===== config.mk =====
export PLATFORM = sky130hd
export DESIGN_NAME = alu_arbiter
export DESIGN_NICKNAME = d
export VERILOG_FILES = /design/src/rtl/alu_arb_pkg.sv /design/src/rtl/alu_arb_pick.sv /design/src/rtl/alu_arbiter.sv
export SDC_FILE = /design/constraint.sdc
export NUM_CORES = 1
export LEC_CHECK = 0
export ABC_AREA = 1
export CAP_MARGIN = 15
export CORE_UTILIZATION = 45
export DETAILED_ROUTE_END_ITERATION = 16
export GPL_ROUTABILITY_DRIVEN = 1
export PLACE_DENSITY = 0.69
export SETUP_SLACK_MARGIN = 0.4
export SLEW_MARGIN = 20
export SYNTH_ARGS = -nofsm -noshare
export SYNTH_HDL_FRONTEND = slang
export SYNTH_SLANG_ARGS = --single-unit

===== constraint.sdc =====
create_clock -name clk -period 2.8 [get_ports clk]
set_input_delay 0.42 -clock clk [delete_from_list [all_inputs] [get_ports clk]]
set_output_delay 0.42 -clock clk [all_outputs]
set_load 0.02 [all_outputs]

===== src/rtl/alu_arb_pkg.sv =====
// Shared types and constants for the alu_arbiter block: ALU function codes,
// arbiter FSM states and the maximum requester count.
package alu_arb_pkg;

    localparam int MAX_REQ = 4;

    typedef enum logic [2:0] {
        ADD  = 3'b000,
        SLL  = 3'b001,
        SLT  = 3'b010,
        SLTU = 3'b011,
        XOR  = 3'b100,
        SRL  = 3'b101,
        OR   = 3'b110,
        AND  = 3'b111
    } alu_op_e;

    typedef enum logic {
        ARB  = 1'b0,
        LOCK = 1'b1
    } arb_state_e;

endpackage


===== src/rtl/alu_arb_pick.sv =====
// Combinational request picker: scans valid from the start index upward
// (wrapping at NUM_REQ) and returns a one-hot grant for the first valid entry.
module alu_arb_pick
    import alu_arb_pkg::*;
#(
    parameter int NUM_REQ = 2
) (
    input  logic [MAX_REQ-1:0] valid,
    input  logic [1:0]         start,
    output logic [MAX_REQ-1:0] grant
);

    logic       found;
    logic [2:0] idx;

    always_comb begin
        grant = '0;
        found = 1'b0;
        idx   = '0;
        for (int k = 0; k < NUM_REQ; k++) begin
            idx = {1'b0, start} + 3'(k);
            if (idx >= 3'(NUM_REQ)) begin
                idx = idx - 3'(NUM_REQ);
            end
            if (!found && valid[idx[1:0]]) begin
                grant[idx[1:0]] = 1'b1;
                found           = 1'b1;
            end
        end
    end

endmodule


===== src/rtl/alu_arbiter.sv =====
// Shares one 32-bit ALU among NUM_REQ requesters with a 2-cycle registered path.
// Build option ALU_ARB_RR_EN selects round-robin arbitration (default: fixed priority).
module alu_arbiter
    import alu_arb_pkg::*;
#(
    parameter int NUM_REQ = 2
) (
    input  logic                   clk,
    input  logic                   rst_n,
    input  logic [NUM_REQ-1:0]     req_valid_i,
    output logic [NUM_REQ-1:0]     req_ready_o,
    input  logic [NUM_REQ-1:0]     req_lock_i,
    input  logic [NUM_REQ*32-1:0]  req_in1_i,
    input  logic [NUM_REQ*32-1:0]  req_in2_i,
    input  logic [NUM_REQ*3-1:0]   req_op_i,
    input  logic [NUM_REQ-1:0]     req_qual_i,
    output logic [NUM_REQ-1:0]     resp_valid_o,
    output logic [31:0]            resp_data_o,
    output arb_state_e             dbg_state_o,
    output logic [1:0]             dbg_ptr_o
);

    // Handshake: requester i transfers an op on a rising edge where
    // req_valid_i[i] & req_ready_o[i]; ready is never high without valid.
    logic [MAX_REQ-1:0]    valid_pad, lock_pad, qual_pad;
    logic [MAX_REQ*32-1:0] in1_pad, in2_pad;
    logic [MAX_REQ*3-1:0]  op_pad;
    logic [31:0]           in1_arr [MAX_REQ];
    logic [31:0]           in2_arr [MAX_REQ];
    logic [2:0]            op_arr  [MAX_REQ];

    assign valid_pad = MAX_REQ'(req_valid_i);
    assign lock_pad  = MAX_REQ'(req_lock_i);
    assign qual_pad  = MAX_REQ'(req_qual_i);
    assign in1_pad   = (MAX_REQ*32)'(req_in1_i);
    assign in2_pad   = (MAX_REQ*32)'(req_in2_i);
    assign op_pad    = (MAX_REQ*3)'(req_op_i);

    always_comb begin
        for (int k = 0; k < MAX_REQ; k++) begin
            in1_arr[k] = in1_pad[32*k +: 32];
            in2_arr[k] = in2_pad[32*k +: 32];
            op_arr[k]  = op_pad[3*k +: 3];
        end
    end

    arb_state_e         state_q, state_d;
    logic [1:0]         owner_q, owner_d;
    logic [1:0]         pick_start;
    logic [MAX_REQ-1:0] pick_grant;
    logic [MAX_REQ-1:0] ready_pad;
    logic               hs;
    logic [1:0]         hs_idx;

    alu_arb_pick #(.NUM_REQ(NUM_REQ)) u_pick (
        .valid (valid_pad),
        .start (pick_start),
        .grant (pick_grant)
    );

    always_ff @(posedge clk or negedge rst_n) begin
        if (!rst_n) begin
            state_q <= ARB;
            owner_q <= 2'd0;
        end else begin
            state_q <= state_d;
            owner_q <= owner_d;
        end
    end

    // In LOCK the owner's handshake in the releasing cycle is still granted.
    always_comb begin
        state_d   = state_q;
        owner_d   = owner_q;
        ready_pad = '0;
        case (state_q)
            ARB:     ready_pad = pick_grant;
            LOCK:    ready_pad = valid_pad & (MAX_REQ'(1) << owner_q);
            default: ready_pad = '0;
        endcase
        hs     = |ready_pad;
        hs_idx = '0;
        for (int k = 0; k < MAX_REQ; k++) begin
            if (ready_pad[k]) begin
                hs_idx = 2'(k);
            end
        end
        if (state_q == ARB && hs && lock_pad[hs_idx]) begin
            state_d = LOCK;
            owner_d = hs_idx;
        end else if (state_q == LOCK && !lock_pad[owner_q]) begin
            state_d = ARB;
        end
    end

    assign req_ready_o = ready_pad[NUM_REQ-1:0];
    assign dbg_state_o = state_q;

`ifdef ALU_ARB_RR_EN
    logic [1:0] ptr_q;

    always_ff @(posedge clk or negedge rst_n) begin
        if (!rst_n) begin
            ptr_q <= 2'd0;
        end else if (state_q == ARB && hs) begin
            ptr_q <= (hs_idx == 2'(NUM_REQ - 1)) ? 2'd0 : hs_idx + 2'd1;
        end
    end

    assign pick_start = ptr_q;
`else
    assign pick_start = 2'd0;
`endif

    assign dbg_ptr_o = pick_start;

    logic        iss_valid;
    logic [1:0]  iss_tag;
    logic [31:0] iss_in1, iss_in2;
    alu_op_e     iss_op;
    logic        iss_qual;

    always_ff @(posedge clk or negedge rst_n) begin
        if (!rst_n) begin
            iss_valid <= 1'b0;
            iss_tag   <= 2'd0;
            iss_in1   <= '0;
            iss_in2   <= '0;
            iss_op    <= ADD;
            iss_qual  <= 1'b0;
        end else begin
            iss_valid <= hs;
            if (hs) begin
                iss_tag  <= hs_idx;
                iss_in1  <= in1_arr[hs_idx];
                iss_in2  <= in2_arr[hs_idx];
                iss_op   <= alu_op_e'(op_arr[hs_idx]);
                iss_qual <= qual_pad[hs_idx];
            end
        end
    end

    logic [4:0]         shamt;
    logic signed [31:0] sra_res;
    logic [31:0]        alu_res;
    logic [NUM_REQ-1:0] resp_d;

    assign shamt   = iss_in2[4:0];
    assign sra_res = $signed(iss_in1) >>> shamt;

    always_comb begin
        alu_res = '0;
        case (iss_op)
            ADD:     alu_res = iss_qual ? (iss_in1 - iss_in2) : (iss_in1 + iss_in2);
            SLL:     alu_res = iss_in1 << shamt;
            SLT:     alu_res = {31'd0, ($signed(iss_in1) < $signed(iss_in2))};
            SLTU:    alu_res = {31'd0, (iss_in1 < iss_in2)};
            XOR:     alu_res = iss_in1 ^ iss_in2;
            SRL:     alu_res = iss_qual ? sra_res : (iss_in1 >> shamt);
            OR:      alu_res = iss_in1 | iss_in2;
            AND:     alu_res = iss_in1 & iss_in2;
            default: alu_res = '0;
        endcase
    end

    always_comb begin
        resp_d = '0;
        for (int k = 0; k < NUM_REQ; k++) begin
            resp_d[k] = iss_valid && (iss_tag == 2'(k));
        end
    end

    // Result data holds its last value when no op completes.
    always_ff @(posedge clk or negedge rst_n) begin
        if (!rst_n) begin
            resp_valid_o <= '0;
            resp_data_o  <= '0;
        end else begin
            resp_valid_o <= resp_d;
            if (iss_valid) begin
                resp_data_o <= alu_res;
            end
        end
    end

endmodule


## Yosys cells after proc, flatten, opt, wreduce, memory -nomap -nowiden

Cells that the tools add are included.

| word-level totals | value |
|---|---|
| bits in writable memories | 0 |
| bits in registers | 108 |
| word-level logic and storage cells | 74 |
| bits in read-only memories | 0 |
| latch bits | 0 |
| input bits | 142 |
| memories kept | 0 |
| output and inout bits | 39 |

| operators by class | value |
|---|---|
| order comparisons | 5 |
| bitwise logic cells | 6 |
| shifts and indexed selects | 4 |
| equal/unequal tests | 8 |
| add/subtract/negate cells | 2 |
| reductions and logical operators | 12 |
| multiplexer cells | 27 |
| multiply operators | 0 |
| divide/modulo/power cells | 0 |

Operators by type and width:

| cell | count |
|---|---|
| $pmux 32 s8 | 1 |
| $mux 32 | 6 |
| $bmux 32 s2 | 2 |
| $lt 32x32->1 | 2 |
| $add 32x32->32 | 1 |
| $and 32x32->32 | 1 |
| $or 32x32->32 | 1 |
| $shl 32x5->32 | 1 |
| $shr 32x5->32 | 1 |
| $sshr 32x5->32 | 1 |
| $sub 32x32->32 | 1 |
| $xor 32x32->32 | 1 |
| $eq 3x3->1 const B | 4 |
| $mux 1 | 8 |
| $pmux 4 s2 | 1 |
| $bmux 1 s2 | 3 |
| $bmux 3 s2 | 1 |
| $eq 3x2->1 const B | 2 |
| $logic_and 1x1->1 | 6 |
| $lt 2x3->1 const B | 2 |
| $mux 2 | 3 |
| $mux 3 | 2 |
| $and 2x4->4 | 1 |
| $reduce_or 4->1 | 1 |
| 10 further kinds | 11 |

## Logic depth before layout (Yosys ltp)

Gate-level depths: netlist of the first run.

| depth | value |
|---|---|
| depth after elaboration | 12 |
| mapped depth | 20 |
| mapped depth without buffers | 18 |

## By module

A second synthesis of the first run with hierarchy kept.

| unflattened totals | value |
|---|---|
| cell total of the unflattened synthesis | 2445 |
| area, all modules | 14264.9 um2 |

Modules (own cells, without submodules):

| module | times used | cells each | seq. area each (um2) | area an instance (um2) |
|---|---|---|---|---|
| alu_arbiter | 1 | 2423 | 2702.6 | 14159.8 |
| alu_arb_pick | 1 | 22 | 0.0 | 105.1 |

## Worst setup path before layout of the first run

Ideal clock, no wire load.

| path | value |
|---|---|
| path type | flip-flop to flip-flop |
| start point | register iss_in2[2] |
| end point | register resp_data_o[0] |
| stages on the path, launching flop included | 19 |
| arrival | 2350 ps |
| setup time | 113 ps |
| buffers on the path | 2 |
| path slack | 337 ps |
| clock period less this slack | 2463 ps |
| required time | 2687 ps |
| cells stage by stage | dfrtp_1 > inv_1 > buf_2 > buf_1 > ha_1 > inv_2 > nand2_1 > a21oi_1 > inv_1 > o21bai_1 > nand2_1 > nand2_1 > nand2_1 > nand2_1 > nor2_1 > nor2_1 > nand3_1 > nand2_1 > inv_1 |

| on the way | value |
|---|---|
| word-level cells in the longest chain between the ends | 3 |
| elaborated cells on any way between the ends | 7 |
| classes of those cells | order compare: 2; shift: 3; mux: 2 |

Ends and longest elaborated chain:

| item | line | RTL |
|---|---|---|
| start, declared | alu_arbiter.sv:119 | `logic [31:0] iss_in1, iss_in2;` |
| start signal, assigned | alu_arbiter.sv:136 | `iss_in2 <= in2_arr[hs_idx];` |
| branches (longest 2 deep; another with $lt 32x32->1) | n/a |  |
| $pmux 32 s8 * | alu_arbiter.sv:153 | `case (iss_op)` |
| end signal, assigned | alu_arbiter.sv:181 | `resp_data_o <= alu_res;` |
| end, declared | alu_arbiter.sv:18 | `output logic [31:0] resp_data_o,` |

Mark *: on every way between the ends.
A chain may end at the register's enable or synchronous reset.

## Worst setup path after layout of the first run

| path | value |
|---|---|
| start point | register owner_q[0] |
| end point | register iss_in1[0] |

| on the way | value |
|---|---|
| word-level cells in the longest chain between the ends | 10 |
| elaborated cells on any way between the ends | 11 |
| classes of those cells | shift: 1; mux: 7; bitwise: 2; reduce/logical: 1 |

Ends and longest elaborated chain:

| item | line | RTL |
|---|---|---|
| start, declared | alu_arbiter.sv:48 | `logic [1:0] owner_q, owner_d;` |
| start signal, assigned | alu_arbiter.sv:67 | `owner_q <= owner_d;` |
| $shl 1x2->4 * | alu_arbiter.sv:78 | `LOCK: ready_pad = valid_pad & (MAX_REQ'(1) << owner_q);` |
| $and 2x4->4 * | alu_arbiter.sv:78 |  |
| $pmux 4 s2 * | alu_arbiter.sv:76 | `case (state_q)` |
| $mux 1 | alu_arbiter.sv:84 | `if (ready_pad[k]) begin` |
| $mux 2 (2 in series) | alu_arbiter.sv:84 |  |
| $not 2->3 (implied by the code) | alu_arbiter.sv:135 | `iss_in1 <= in1_arr[hs_idx];` |
| $bmux 32 s2 | alu_arbiter.sv:135 |  |
| $mux 32 (implied by the code) (2 in series) | alu_arbiter.sv:135 |  |
| end signal, assigned | alu_arbiter.sv:135 |  |
| end, declared | alu_arbiter.sv:119 |  |

Mark *: on every way between the ends. The rest lies on a longest branch, timed or not. The select of a mux whose other input is x is not followed.

==> results.yml, run 1 <==
run_status:
  status: "completed"
floorplanning:
  coreArea_um2: 29010
  rows: 62
  die_y_um: 174.6
  die_w_um: 174.6
  pin_count: 181
  die_area_um2: 30500
  start_util_pct: 46.23
clock_network:
  cts.clk_slew.worst_paths_ns: 0.10
  insertion_delay_ns: 0.39
  ctsRootBufferMaster: "clkbuf_16"
  numClockSinks: 106
  htreeDepth: 3
  cts_tree: "done"
  cts_buffers: 9
  cts_buffer_depth: 2
power:
  powerDensity_nw_per_um2: 1280
  ir_worst_vdd_mv: 0.8728
  power.leakage_uw: 0.008690
synth:
  syn-cell-area_um2: 13410
  ys_async_sr_fraction_pct: 100.0
  yosys_register_bits: 106
  synth-warning-count: 0
  syn_avg_cell_area_um2: 5.778
  seq_area_frac_synth_pct: 19.78
  synthCells: 2321
  ys_types: 54
  synth_ff_type: "dfrtp_1"
  synth_edf_count: 0
finish:
  final_common_cell: "nand2_1"
  fin_nets: 2806
  drive_above_1_share_pct: 16.19
  layout_common_cells: "692 x nand2_1, 298 x nand3_1, 217 x nor2_1"
  finish.utilization_pct: 61.54
  fillers: 2754
  area_growth_pct: 33.14
placed_design:
  gp_congestion: 1.110
  hpwl_mm: 56.74
  portBuffers: 178
worst_setup_path:
  crit_slowest_cell: "nand2_2"
  r2r_cells: 7
  path_class: "reg -> reg"
  cp_num_buf_inv: 2
  end_kind: "flop"
  crit_path_max_incr_delay_ns: 0.56
  arrival_ns: 2.61
  start_kind: "flop"
  path_cells: "nand2_1 > nand2_1 > buf_4 > nand2_2 > buf_4 > o22ai_1 > nor2_1"
  r2r-end: "iss_in1[0]$_DFFE_PN0N_"
  path_max_fanout: 25
  worstReg2RegStart: "owner_q[0]$_DFFE_PN0P_"
  r2r_slack_ns: 0.41
  crit_family: "simple AND/OR/NAND/NOR gates"
  cp.required_ns: 3.02
route:
  drc: 0
  drt_wl_total_mm: 72.48
  firstDrtPassIters: 7
  vias: 18222
  ant_nets: 0
  wl_per_cell_um: 24.53
  via_per_inst: 6.166
  drtIter0Drc: 2566
timing:
  fmax_mhz: 418.5
  hold_viol_final: 0
  drv_slew: 0
  hold_ws_ns: 0.03417
  fin_setup_tns_ns: 0
  max_slew.worst_pin.slew_ns: 0.7144
  period_minus_slack_ns: 2.389
  clock_skew_ns: 0.02173
  rsz0062_at_grt: "yes"
  relSlewSlack_pct: 52.21
  min_period_over_period_pct: 85.33
  setup_violations: 0
global_routing:
  grt_pass1_vias: 16528
  grt_pass1_wl_mm: 103.1
  grt_remaining_overflow: 0
  antenna_found_initial: 3
  grt_start_max_net_pins: 67
  grtUsageTotal_pct: 45.72
hold_path:
  hold_class: "in -> async"
run:
  max-cap-violations: 0
-- metrics by stage --
| step | setup WS, ns | instances | total power [uW] | cell area, um^2 |
|---|---|---|---|---|
| final | 0.4107 | 2955 | 22850 | 17860 |
| after floorplan | 0.4722 | 2322 | 12030 | 13420 |
| after global placement | -0.01962 | 2905 | 18540 | 16330 |
| after global routing | 0.2940 | 2954 | 23950 | 17850 |
| after CTS | 0.3616 | 2929 | 20460 | 16900 |
| after detailed placement | -0.05015 | 2905 | 18630 | 16330 |
-- cell type report --
type | count | area, um^2 | share of cell area (%)
inverter | 246 | 943.4 | 5.283
multi-input combinational | 1850 | 10090 | 56.50
clock buffer | 9 | 225.2 | 1.261
timing repair buffer | 352 | 3351 | 18.77
clock inverter | 7 | 96.34 | 0.5396
sequential | 106 | 2669 | 14.95
antenna | 1 | 2.502 | 0.01401
tap | 384 | 480.5 | 2.691
-- what timing repair did --
action	4_1_cts	5_1_grt
setup endpoints to repair	21	32
buffers inserted	7	22
gates cloned	1	3
pin swaps	4	44
resized for setup	51	179
hold buffers	0	0
-- flip-flops by register name, summed over array words and instances (netlist names) --
register	flops
iss_valid	1
owner_q	1
iss_qual	1
iss_in2	32
iss_in1	32
resp_valid_o	2
iss_op	3
dbg_state_o	1
resp_data_o	32
iss_tag	1
-- cell usage after synthesis (all sizes together), types with 7 or more instances --
cell	instances	area, um^2
a21oi	113	569.3
a221oi	8	70.07
a22oi	30	225.2
and2	14	90.09
buf	75	389.1
clkbuf	45	168.9
dfrtp	106	2653
ha	97	1214
inv	243	914.6
nand2	733	2764
nand3	313	1567
nand3b	8	60.06
nand4	9	56.30
nor2	254	970.9
nor3	20	121.4
o211ai	29	217.7
o21ai	121	605.6
o21bai	12	90.09
o221ai	9	78.83
o22ai	38	237.7
or2	7	43.79
xor2	7	61.31
-- metal layers --
metal  track usage, %  wire [um]  vias to the layer above
li1                 -          -                     8095
met1            61.83      28430                     8386
met2            64.49      28580                     1496
met3            15.06      11040                      243
met4            23.12       4420                        2
met5                0         15                        -
-- cells by family (layout without fill, tap and decap cells) --
group,Yosys count,in the layout,share of synthesized area [%]
DFF,106,106,19.78
AOI/OAI and AO/OA,376,376,16.58
and+or+nand+nor,1363,1363,42.53
muxes,2,2,0.1493
buffers and inverters,366,614,11.06
adders and majority gates,99,99,9.348
other,1,3,0.02796
xor gates and xnor gates,8,8,0.5225
-- report_power, final --
part	switching, uW	internal [uW]	total [uW]
logic	12300	6410	18700
clock network	785	658	1440
registers	597	2120	2720
-- worst max-delay path by stage --
stage	startpoint	endpoint	slack (ns)	cells past startpoint
final	owner_q[0]$_DFFE_PN0P_	iss_in1[0]$_DFFE_PN0N_	0.41	7
after global routing	iss_in1[3]$_DFFE_PN0N_	resp_data_o[31]$_DFFE_PN0P_	0.29	17
after CTS	iss_in2[0]$_DFFE_PN0N_	resp_data_o[31]$_DFFE_PN0P_	0.36	14
after detailed placement	iss_in1[17]$_DFFE_PN0N_	resp_data_o[28]$_DFFE_PN0P_	-0.05	14
after global placement	iss_in1[15]$_DFFE_PN0N_	resp_data_o[28]$_DFFE_PN0P_	-0.02	14
after floorplan	iss_in2[2]$_DFFE_PN0N_	resp_data_o[0]$_DFFE_PN0P_	0.47	18
Note: power is estimated with default switching activity, not from simulation.
==> inputs of run 2 (changes only) <==
--- a/config.mk
+++ b/config.mk
@@ -7,6 +7,7 @@
 export LEC_CHECK = 0
 export ABC_AREA = 1
 export CAP_MARGIN = 15
+export CORE_MARGIN = 2
 export CORE_UTILIZATION = 45
 export DETAILED_ROUTE_END_ITERATION = 16
 export GPL_ROUTABILITY_DRIVEN = 1
==> run 2 against run 1 <==
- wire length fell by 1.2%
- combinational power fell by 3%
- first-iteration DRC count rose by 3.4%
- highest routed layer is now met4
==> results.yml, run 2 (synthesis results as in run 1) <==
run_status:
  status: "completed"
floorplanning:
  die_w_um: 176.6
  start_util_pct: 45.49
  coreArea_um2: 29480
  pin_count: 181
  die_y_um: 176.6
  rows: 63
  die_area_um2: 31200
power:
  powerDensity_nw_per_um2: 1279
  total_power_uw: 22340
  power.leakage_uw: 0.008483
  ir_worst_vdd_mv: 0.5545
route:
  ant_nets: 0
  via_per_inst: 6.204
  wl_per_cell_um: 24.50
  drc: 0
  firstDrtPassIters: 7
  drtIter0Drc: 2654
  vias: 18127
  drt_wl_total_mm: 71.60
timing:
  setup_ws_ns: 0.3539
  period_minus_slack_ns: 2.446
  max_slew.worst_pin.slew_ns: 0.7613
  fmax_mhz: 408.8
  drv_slew: 0
  hold_viol_final: 0
  hold_ws_ns: 0.02705
  relSlewSlack_pct: 49.24
  clock_skew_ns: 0.02263
  min_period_over_period_pct: 87.36
  fin_setup_tns_ns: 0
  setup_violations: 0
  rsz0062_at_grt: "yes"
global_routing:
  grt_remaining_overflow: 0
  grtUsageTotal_pct: 44.38
  grt_pass1_wl_mm: 102.6
  grt_pass1_vias: 16526
  antenna_found_initial: 2
  grt_start_max_net_pins: 68
placed_design:
  place_area_um2: 16110
  post-place-ws_ns: 0.03143
  gp_congestion: 1.117
  portBuffers: 178
  hpwl_mm: 57.17
worst_setup_path:
  cp.required_ns: 3.11
  r2r_slack_ns: 0.35
  path_class: "reg -> reg"
  start_kind: "flop"
  arrival_ns: 2.76
  path_max_fanout: 9
  end_kind: "flop"
finish:
  area_growth_pct: 30.25
  layout_common_cells: "686 x nand2_1, 289 x nand3_1, 224 x nor2_1"
  fin_nets: 2767
  stdcell_area_um2: 17470
  final_common_cell: "nand2_1"
  drive_above_1_share_pct: 15.13
  reg_top3: "iss_in1: 32 flops, iss_in2: 32 flops, resp_data_o: 32 flops"
clock_network:
  numClockSinks: 106
  insertion_delay_ns: 0.40
  cts_tree: "done"
  cts.clk_slew.worst_paths_ns: 0.11
  ctsHoldBuffers: 0
  ctsRootBufferMaster: "clkbuf_16"
  htreeDepth: 3
  cts_buffers: 9
  cts_buffer_depth: 2
run:
  max-cap-violations: 0
hold_path:
  hold_class: "in -> async"
[run 2: layout make-up]
| type | instances | area, um^2 |
|---|---|---|
| Antenna cell | 1 | 2.502 |
| Clock buffer | 9 | 225.2 |
| Timing Repair Buffer | 313 | 2927 |
| Inverter | 246 | 935.9 |
| Tap cell | 390 | 488.0 |
| Multi-Input combinational cell | 1850 | 10120 |
| Clock inverter | 7 | 91.34 |
| Sequential cell | 106 | 2675 |
| Fill cell | 2947 | 12010 |
[run 2: worst paths after layout]
kind,startpoint,cells after the start,endpoint
worst min-delay path,rst_n,1,resp_data_o[11]$_DFFE_PN0P_
worst max register to register,iss_op[0]$_DFFE_PN0N_,9,resp_data_o[17]$_DFFE_PN0P_
worst min register to register,resp_data_o[6]$_DFFE_PN0P_,2,resp_data_o[6]$_DFFE_PN0P_
max in group asynchronous,rst_n,2,iss_in1[14]$_DFFE_PN0N_
min in group clk,resp_data_o[6]$_DFFE_PN0P_,2,resp_data_o[6]$_DFFE_PN0P_
worst max-delay path,iss_op[0]$_DFFE_PN0N_,9,resp_data_o[17]$_DFFE_PN0P_
[run 2: critical path, cell delays in order (launching register included)]
cell      delay [ns]
dfrtp_1         0.49
inv_2           0.14
nand3_1         0.40
buf_4           0.34
buf_4           0.15
o221ai_1        0.47
a21oi_1         0.08
nand3_1         0.16
nor2_1          0.07
nor2_1          0.08
[run 2: what timing repair did]
item                                   CTS  global route
cloned                                   0             1
endpoints found under the hold margin    0             0
resized for setup                       55           182
setup endpoints to repair               26            32
pin swaps                                4            41
setup buffers                            3            15
[run 2: power by group]
| group | switching, uW | total (uW) | internal [uW] |
|---|---|---|---|
| Combinational | 12200 | 18200 | 5960 |
| Clock | 802 | 1460 | 662 |
| Sequential | 551 | 2680 | 2130 |
| Total | 13600 | 22300 | 8750 |
[run 2: stage by stage]
stage	util (%)	std cells
global placement	54.65	2886
finish	59.25	2922
floorplan	-	2322
global route	59.24	2921
detailed placement	54.65	2886
CTS	56.40	2905
[run 2: layer usage]
metal / vias to the layer above / track usage [%] / wire length (um)
met4: 0 / 21.04 / 4313
met5: - / 0 / 0
met2: 1509 / 63.96 / 28720
met1: 8368 / 59.92 / 27880
li1: 8010 / - / -
met3: 240 / 14.02 / 10690
